--- config.mk ---
export PLATFORM = sky130hd
export DESIGN_NAME = if_fetch_unit
export DESIGN_NICKNAME = d
export VERILOG_FILES = /design/src/rtl/if_fetch_unit.sv
export SDC_FILE = /design/constraint.sdc
export NUM_CORES = 1
export LEC_CHECK = 0
export ABC_AREA = 1
export CAP_MARGIN = 20
export CORE_ASPECT_RATIO = 1.2
export CORE_MARGIN = 10
export CORE_UTILIZATION = 44
export DETAILED_ROUTE_END_ITERATION = 7
export HOLD_SLACK_MARGIN = 0.1
export PLACE_DENSITY = 0.79
export SLEW_MARGIN = 0
export SYNTH_ARGS = -nofsm -noshare
export SYNTH_HDL_FRONTEND = slang
export SYNTH_SLANG_ARGS = --single-unit
--- constraint.sdc ---
create_clock -name CLK -period 1.5 [get_ports CLK]
set_input_delay 0.225 -clock CLK [delete_from_list [all_inputs] [get_ports CLK]]
set_output_delay 0.225 -clock CLK [all_outputs]
set_load 0.05 [all_outputs]
--- src/rtl/if_fetch_unit.sv ---
// Instruction-fetch stage: owns the PC, issues single-beat imem requests, holds the fetched word
// across decode stalls and squashes wrong-path fetches on redirect. Define FETCH_PERF_EN for fetchCount.
module if_fetch_unit #(
    parameter logic [31:0] RESET_PC = 32'h0000_0000,
    parameter logic [31:0] NOP_INST = 32'h0000_0013
) (
    input  logic        CLK,
    input  logic        RSTN,
    input  logic        stall,
    input  logic        redirect,
    input  logic [31:0] redirectPC,
    output logic        imemReq,
    output logic [31:0] imemAddr,
    input  logic        imemReady,
    input  logic        imemValid,
    input  logic [31:0] imemRdata,
    output logic [31:0] PC,
    output logic [31:0] inst,
    output logic        instWrite
`ifdef FETCH_PERF_EN
    ,
    output logic [31:0] fetchCount
`endif
);
    typedef enum logic [1:0] {S_REQ, S_WAIT, S_HOLD, S_FLUSH} state_t;

    state_t      r_state;
    state_t      w_next_state;
    logic [31:0] r_pc;
    logic [31:0] r_pc_out;
    logic [31:0] r_inst;
    logic [31:0] r_buffer;
    logic        r_inst_write;
    logic        w_deliver;
    logic        w_capture;
    logic [31:0] w_deliver_data;
    logic [31:0] w_target;

    assign w_target = redirectPC & ~32'h3;

    always_ff @(posedge CLK or negedge RSTN) begin
        if (!RSTN) r_state <= S_REQ;
        else       r_state <= w_next_state;
    end

    always_comb begin
        // NOTE: default assignment first so no path leaves the signal unassigned (no latch).
        w_next_state = r_state;
        if (redirect) begin
            case (r_state)
                S_REQ:           w_next_state = imemReady ? S_FLUSH : S_REQ;
                S_WAIT, S_FLUSH: w_next_state = imemValid ? S_REQ : S_FLUSH;
                S_HOLD:          w_next_state = S_REQ;
                default:         w_next_state = S_REQ;
            endcase
        end else begin
            case (r_state)
                S_REQ:   if (imemReady) w_next_state = S_WAIT;
                S_WAIT:  if (imemValid) w_next_state = stall ? S_HOLD : S_REQ;
                S_HOLD:  if (!stall)    w_next_state = S_REQ;
                S_FLUSH: if (imemValid) w_next_state = S_REQ;
                default: w_next_state = S_REQ;
            endcase
        end
    end

    // The state register already reads REQ during reset, so the request is also gated by RSTN.
    always_comb begin
        imemReq        = (r_state == S_REQ) && RSTN;
        w_deliver      = 1'b0;
        w_capture      = 1'b0;
        w_deliver_data = r_buffer;
        if (!redirect) begin
            case (r_state)
                S_WAIT: begin
                    w_deliver      = imemValid && !stall;
                    w_capture      = imemValid && stall;
                    w_deliver_data = imemRdata;
                end
                S_HOLD:  w_deliver = !stall;
                default: ;
            endcase
        end
    end

    always_ff @(posedge CLK or negedge RSTN) begin
        if (!RSTN) begin
            r_pc         <= RESET_PC;
            r_pc_out     <= RESET_PC;
            r_inst       <= NOP_INST;
            r_inst_write <= 1'b0;
            // NOTE: the one-word buffer is reset too; it is tiny and this keeps X off inst.
            r_buffer     <= '0;
        end else begin
            // NOTE: non-blocking for all state; instWrite defaults low so it is a one-cycle strobe.
            r_inst_write <= 1'b0;
            if (redirect) begin
                r_pc         <= w_target;
                r_pc_out     <= w_target;
                r_inst       <= NOP_INST;
                r_inst_write <= 1'b1;
            end else if (w_deliver) begin
                r_pc_out     <= r_pc;
                r_inst       <= w_deliver_data;
                r_inst_write <= 1'b1;
                r_pc         <= r_pc + 32'd4;
            end
            if (w_capture) r_buffer <= imemRdata;
        end
    end

`ifdef FETCH_PERF_EN
    logic [31:0] r_fetch_count;

    always_ff @(posedge CLK or negedge RSTN) begin
        if (!RSTN)          r_fetch_count <= '0;
        else if (w_deliver) r_fetch_count <= r_fetch_count + 32'd1;
    end

    assign fetchCount = r_fetch_count;
`endif

    assign imemAddr  = r_pc;
    assign PC        = r_pc_out;
    assign inst      = r_inst;
    assign instWrite = r_inst_write;

endmodule

==> results of run 1 <==
==> metal layers <==
metal  up-vias  track usage (%)  wire length, um
li1       3084                -                -
met2       268             34.1            10400
met4         0             8.60              551
met5         -                0                0
met3        51             7.48             1940
met1      2974             23.9             8130
==> per-stage QoR <==
step	cell area [um2]	setup WS, ns	setup TNS [ns]
3_5_place_dp	9080	-0.268	-18.20
2_1_floorplan	6480	-0.0614	-0.496
6_report	10300	-0.204	-12.02
5_1_grt	10300	-0.240	-20.99
4_1_cts	9990	-0.123	-6.95
3_3_place_gp	9080	-0.204	-14.53
==> cells by family after synthesis <==
| logic type | after synthesis | share of synthesized area, % |
|---|---|---|
| and+or+nand+nor | 397 | 25.1 |
| AOI/OAI and AO/OA | 170 | 14.2 |
| DFF | 128 | 51.0 |
| buffers and inverters | 124 | 8.02 |
| adders and majority gates | 6 | 1.19 |
| xor gates and xnor gates | 2 | 0.279 |
| other | 1 | 0.0597 |
| muxes | 1 | 0.179 |
==> power groups by stage <==
stage / Combinational, W / Sequential (W) / Clock (W)
after floorplan: 0.00224 / 0.00709 / 0
after global placement: 0.00751 / 0.00525 / 0
after detailed placement: 0.00763 / 0.00530 / 0
after CTS: 0.00806 / 0.00526 / 0.00456
after global routing: 0.00902 / 0.00539 / 0.00472
final: 0.00840 / 0.00528 / 0.00451
==> synthesized netlist by cell type (all sizes together) <==
| cell type | count |
|---|---|
| dfstp | 3 |
| dfrtp | 125 |
| nand2 | 301 |
| mux2 | 1 |
| o21ai | 140 |
| o22ai | 1 |
| o211ai | 7 |
| nor3 | 3 |
| ha | 6 |
| conb | 1 |
| clkbuf | 18 |
| inv | 80 |
| a31oi | 12 |
| a21oi | 10 |
| nand4 | 6 |
| nand3 | 32 |
| nor2 | 55 |
| buf | 26 |
| xor2 | 2 |
==> worst max-delay path by stage <==
stage | slack [ns] | cells past startpoint | endpoint
2_1_floorplan | -0.06 | 8 | imemAddr[11]
3_3_place_gp | -0.20 | 8 | PC[7]
3_5_place_dp | -0.27 | 9 | inst[18]
4_1_cts | -0.12 | 8 | imemAddr[15]
5_1_grt | -0.24 | 10 | imemAddr[30]
6_report | -0.20 | 9 | imemAddr[30]
==> area by class of cell <==
cell class	count	area, um2	area share (%)
clock inverters	14	204	1.98
inverters	80	308	2.98
repair buffers	242	3040	29.5
flip-flops and latches	128	3230	31.3
multi-input cells	578	2880	27.9
diodes	1	2.50	0.0242
well taps	171	214	2.07
clock buffers	18	439	4.25
==> critical path, stage by stage, from the launching register on <==
cell       delay [ns]
dfrtp_1          0.43
ha_4             0.18
nand2_2          0.06
inv_2            0.05
o211ai_4         0.24
nand2_4          0.16
buf_12           0.18
clkbuf_16        0.17
nand2_2          0.06
nand2_1          0.05
==> what timing repair did <==
action,in CTS,in global routing
endpoints found under the setup margin,92,98
pin swaps,9,16
gates cloned,2,7
resized for setup,62,57
hold buffers,2,0
buffers inserted,7,4
endpoints found under the hold margin,125,0
==> registers in the layout (all words and copies together) (netlist names) <==
signal,count
inst,32
imemAddr,30
r_buffer,32
PC,31
r_state,2
instWrite,1
==> cell usage in the layout (no fill, tap or decap), types with 6 or more instances in the layout <==
cell type          n
buf_12            70
inv_2              6
nand3_1           27
nor2_4             7
dfrtp_1          105
clkbuf_16         24
nand2_1          279
nand2_2           17
inv_1             73
o211ai_1           6
dfrtp_2           20
o21ai_0           76
nand4_1            6
buf_4             89
nor2_2            12
buf_6              7
clkdlybuf4s50_1   65
nor2_1            36
o21ai_1           59
a21oi_1            8
a31oi_1           10
==> summary.txt, run 1 <==
Timing
  – Worst Hold Margin: ~0.31 ns
  – Skew final: roughly 0.0056 ns
  – Hold Vio Cnt, Final: 0
  – Final setup margin: -0.204 ns
  – RSZ-0062 raised after global routing: yes
  – Fmax: 0.587 GHz
  – Final slew viol count: 0
  – Tcrit/Tclk final: 114%
  – # setup viols final: between 100 and 150
  – Tmin final: about 1.7 ns

Critical path
  – Worst setup SP type: register
  – Worst EP arrival: 2.01 ns
  – Critical path class: register to register
  – Worst reg2reg path endpoint: imemAddr[30]
  – R2r worst-path depth: 9
  – CP startpoint: r_state[0]
  – R2R Path Start: r_state[0]
  – CP Max Fanout: 6
  – Worst path required time: around 1.8 ns
  – R2R Setup Slk: -0.20 ns
  – Crit end category: register

Route
  – DRT Wirelength: 21.1 mm
  – Via total after detailed routing: 6377
  – Vias per std cell: 5.18
  – Wire per inst: between 15 and 20 um
  – DRC violations left: 0
  – DRT antenna net count: 0
  – DR iter-0 viols: 560
  – Drt first pass iters: 7

Finish
  – Area Overhead vs Synth: 64.3%
  – Share of cells above drive strength 1: between 20 and 30%
  – Fin nets: about 1100
  – Non-filler cells, final: about 1200
  – FILL cells: about 960
  – Util after Layout: 74.4%

Synthesis
  – Mapped Area: around 6300 um2
  – Synth Area per Inst: roughly 7.6 um2
  – Top-area cell type share of the netlist area: between 40% and 50%
  – Ys Warns: 0
  – Post-synthesis register bit count: between 100 and 150
  – Mapped Cells: a little over 800
  – Area leader, netlist: dfrtp_1
  – Post-synthesis sequential area ratio: roughly half
  – Netlist cell types: 27
  – Main area contributors after synthesis: dfrtp_1 50%, nand2_1 18%, o21ai_0 11%

Floorplan
  – Initial Util: about 45%
  – Die width: approximately 130 um
  – Vert. Die Dim: 151 um
  – Die area: between 15000 and 20000 um2
  – Ports: ~170
  – Rows: 47
  – Core region area: between 10000 and 15000 um2

Global route
  – Largest net degree at the start of global routing: 66
  – Initial antenna violation count: 1
  – First-pass GRT wire length: about 32 mm
  – Vias in the first global route: approximately 6300
  – Total grt overflow: 0
  – Overall routing resource usage: 20.7%

Pwr
  – Clock power share: 24.8%
  – Comb power frac: about 46%
  – Leak: slightly below 5 nW
  – Tot Pwr: between 0.015 and 0.02 W
  – P per Cell Area: between 1500 and 2000 nW/um2
  – Seq pwr share: between 20% and 30%
  – Worst VDD drop: between 900 and 1000 uV
  – Internal power: 0.0109 W
  – NetSw: between 0.007 and 0.008 W
  – Switching share of power: about 40%

Worst hold path
  – Worst min-delay path category: input port to async pin

Clocking
  – Clock Pin Slew Worst Setup and Hold Paths: 0.06 ns
  – # clock sinks: between 100 and 150
  – Root Driver: clkbuf_16
  – Latest clock arrival within the worst-skew pair: between 0.4 and 0.5 ns
  – H-tree depth: 4
  – Clock buffer depth: 2
  – CTS Buf Count: 17
  – CTS tree: yes

Placed design
  – Final HPWL DP: ~14 mm
  – Routability cong.: 0.891
  – Placed insts: 1178
  – Port Buffers: around 160

Run
  – MaxCap Viol Count: 0

Run status
  – Failing checks: setup timing
  – Outcome: finished with violations
No activity file was read; power rests on OpenSTA's default activity.
==> inputs of run 2 (changes only) <==
==> constraint.sdc (replaced) <==
create_clock -name CLK -period 1.55 [get_ports CLK]
set_input_delay 0.2325 -clock CLK [delete_from_list [all_inputs] [get_ports CLK]]
set_output_delay 0.2325 -clock CLK [all_outputs]
set_load 0.05 [all_outputs]
==> run 2 against run 1 <==
  * Worst hold slack improved by 0.062 ns
  * Register-to-register slack improved by 0.08 ns
  * The run still ends with setup timing left
  * Cell count shrank 0.16%
  * Sequential power down 4.7%
  * Core utilization down 2.5 points
  * Non-clock buffer count decreased by 1
  * Critical path depth unchanged
  * Clock power shrank 6.9%
  * Largest cell class unchanged
  * Global-route usage shrank 0.10 points
==> summary.txt, run 2 (synthesis results as in run 1) <==
Finish
  – Share of cells above drive strength 1: between 20% and 30%
  – Most common cell after layout, fill and taps aside: nand2_1
  – Fin nets: 1122
  – ANT cells: 0
  – FILL cells: 1023
  – Area of the multi-input gates: 2860 um2
  – Area Overhead vs Synth: 58.7%
  – Most frequent cells in the layout: 282 x nand2_1, 115 x buf_4, 105 x dfrtp_1
  – Area occupied by registers: 3230 um2

Critical path
  – Critical path's slowest cell: dfrtp_1
  – Worst path top cell family by delay: flip-flops
  – Most common cell on crit path: inv_2
  – CP max stage delay: 0.39 ns
  – CP Max Fanout: 15
  – Crit end category: register
  – Worst path bufs/invs: 3
  – Critical path class: register to register
  – Worst setup SP type: register
  – Worst EP arrival: just under 2 ns
  – CP Cell Sequence: inv_2, ha_4, nand2_2, inv_2, o211ai_4, nand2_4, buf_12, nor2_2, a31oi_4
  – Worst path required time: about 1.8 ns

Floorplan
  – Initial Util: a little under half
  – Core region area: roughly 14000 um2
  – Ports: about 170
  – Die area: 19500 um2
  – Vert. Die Dim: 151 um
  – Rows: 47
  – Die width: ~130 um

Clocking
  – Latest clock arrival within the worst-skew pair: between 0.4 and 0.5 ns
  – Clock Pin Slew Worst Setup and Hold Paths: 0.06 ns
  – Root Driver: clkbuf_16
  – # clock sinks: 128
  – H-tree depth: 4
  – Clock buffer depth: 2
  – CTS tree: yes
  – CTS Buf Count: 17

Global route
  – Total grt overflow: 0
  – First-pass GRT wire length: about 32 mm
  – Largest net degree at the start of global routing: a little over 90
  – Overall routing resource usage: about a fifth
  – Vias in the first global route: 6284
  – Initial antenna violation count: 1

Run status
  – Failing checks: setup timing
  – Outcome: finished with violations

Route
  – DRC violations left: 0
  – Wire per inst: ~18 um
  – Drt first pass iters: 5
  – Via total after detailed routing: around 6500
  – DR iter-0 viols: about 570
  – DRT antenna net count: 0
  – Vias per std cell: about 5.3
  – DRT Wirelength: around 22 mm

Pwr
  – Tot Pwr: around 0.017 W
  – Internal power: ~0.01 W
  – Comb power frac: 45.7%
  – NetSw: ~0.0069 W
  – P per Cell Area: ~1700 nW/um2
  – Worst VDD drop: ~910 uV
  – Leak: between 4 and 5 nW
  – Seq pwr share: 29.6%
  – Clock power share: 24.7%
  – Switching share of power: approximately 40%

Timing
  – RSZ-0062 raised after global routing: yes
  – Tcrit/Tclk final: 108%
  – Hold Vio Cnt, Final: 0
  – Skew final: between 0.009 and 0.01 ns
  – Final setup margin: -0.128 ns
  – Worst slew margin: roughly 65%
  – Final slew viol count: 0
  – Tmin final: around 1.7 ns
  – Worst Hold Margin: roughly 0.37 ns
  – Fmax: a little under 0.6 GHz
  – # setup viols final: between 100 and 150
  – Slew @ Worst Pin: about 0.53 ns

Placed design
  – Port Buffers: 163
  – Routability cong.: 0.890
  – Final HPWL DP: about 14 mm

Worst hold path
  – Worst min-delay path category: input port to register

Run
  – MaxCap Viol Count: 0
==> run 2: layout make-up <==
class | instances | share of cell area (%)
repair buffers | 241 | 27.4
well taps | 171 | 2.15
flip-flops and latches | 128 | 32.4
clock inverters | 10 | 1.63
clock buffers | 22 | 4.45
multi-input cells | 578 | 28.7
inverters | 80 | 3.24
==> run 2: stage by stage <==
| stage | setup TNS (ns) | utilization (%) | setup slack (ns) | area [um2] | cells |
|---|---|---|---|---|---|
| 2_1_floorplan | -0.0373 | - | -0.0114 | 6370 | 830 |
| 4_1_cts | -5.93 | 69.7 | -0.115 | 9670 | 1221 |
| 5_1_grt | -19.39 | 71.9 | -0.210 | 9970 | 1230 |
| 3_3_place_gp | -14.18 | 62.6 | -0.195 | 8690 | 1177 |
| 6_report | -9.30 | 71.9 | -0.128 | 9970 | 1230 |
| 3_5_place_dp | -14.48 | 62.6 | -0.213 | 8690 | 1177 |
==> run 2: timing repair <==
item | in CTS | in global routing
endpoints found under the hold margin | 125 | 0
resized for setup | 87 | 64
buffers inserted | 6 | 1
setup endpoints to repair | 92 | 126
gates cloned | 5 | 10
hold buffers | 1 | 0
pin swaps | 7 | 4
==> run 2: tightest hold or removal path, stage by stage <==
cell and delay (ns):
clkdlybuf4s50_1 0.39, inv_1 0.07, o21ai_1 0.07
==> run 2: worst paths after layout <==
check / from / endpoint / slack, ns / cells past startpoint
setup / recovery: r_state[1] / imemAddr[9] / -0.13 / 9
hold / removal: imemRdata[7] / r_buffer[7] / 0.37 / 3
setup reg to reg: r_state[1] / imemAddr[9] / -0.13 / 9
hold reg to reg: PC[29] / PC[29] / 0.47 / 2
max in group asynchronous: RSTN / inst[0] / 0.69 / 3
min in group asynchronous: RSTN / PC[8] / 0.43 / 3
==> run 2: power by group through the flow <==
stage	Combinational (W)	Clock, W	Sequential (W)
after floorplan	0.00206	0	0.00685
after global placement	0.00679	0	0.00498
after detailed placement	0.00690	0	0.00502
after CTS	0.00744	0.00422	0.00498
after global routing	0.00830	0.00437	0.00513
final	0.00776	0.00420	0.00503
==> run 2: routing by layer <==
layer | global-route usage [%] | vias to the layer above | wire length (um) | share of wire (%)
met1 | 23.5 | 3044 | 8430 | 38
met4 | 7.52 | 2 | 530 | 2.4
met5 | 0 | - | 12 | 0.054
li1 | - | 3079 | - | -
met3 | 7.59 | 48 | 2020 | 9.2
met2 | 34.6 | 292 | 11100 | 50
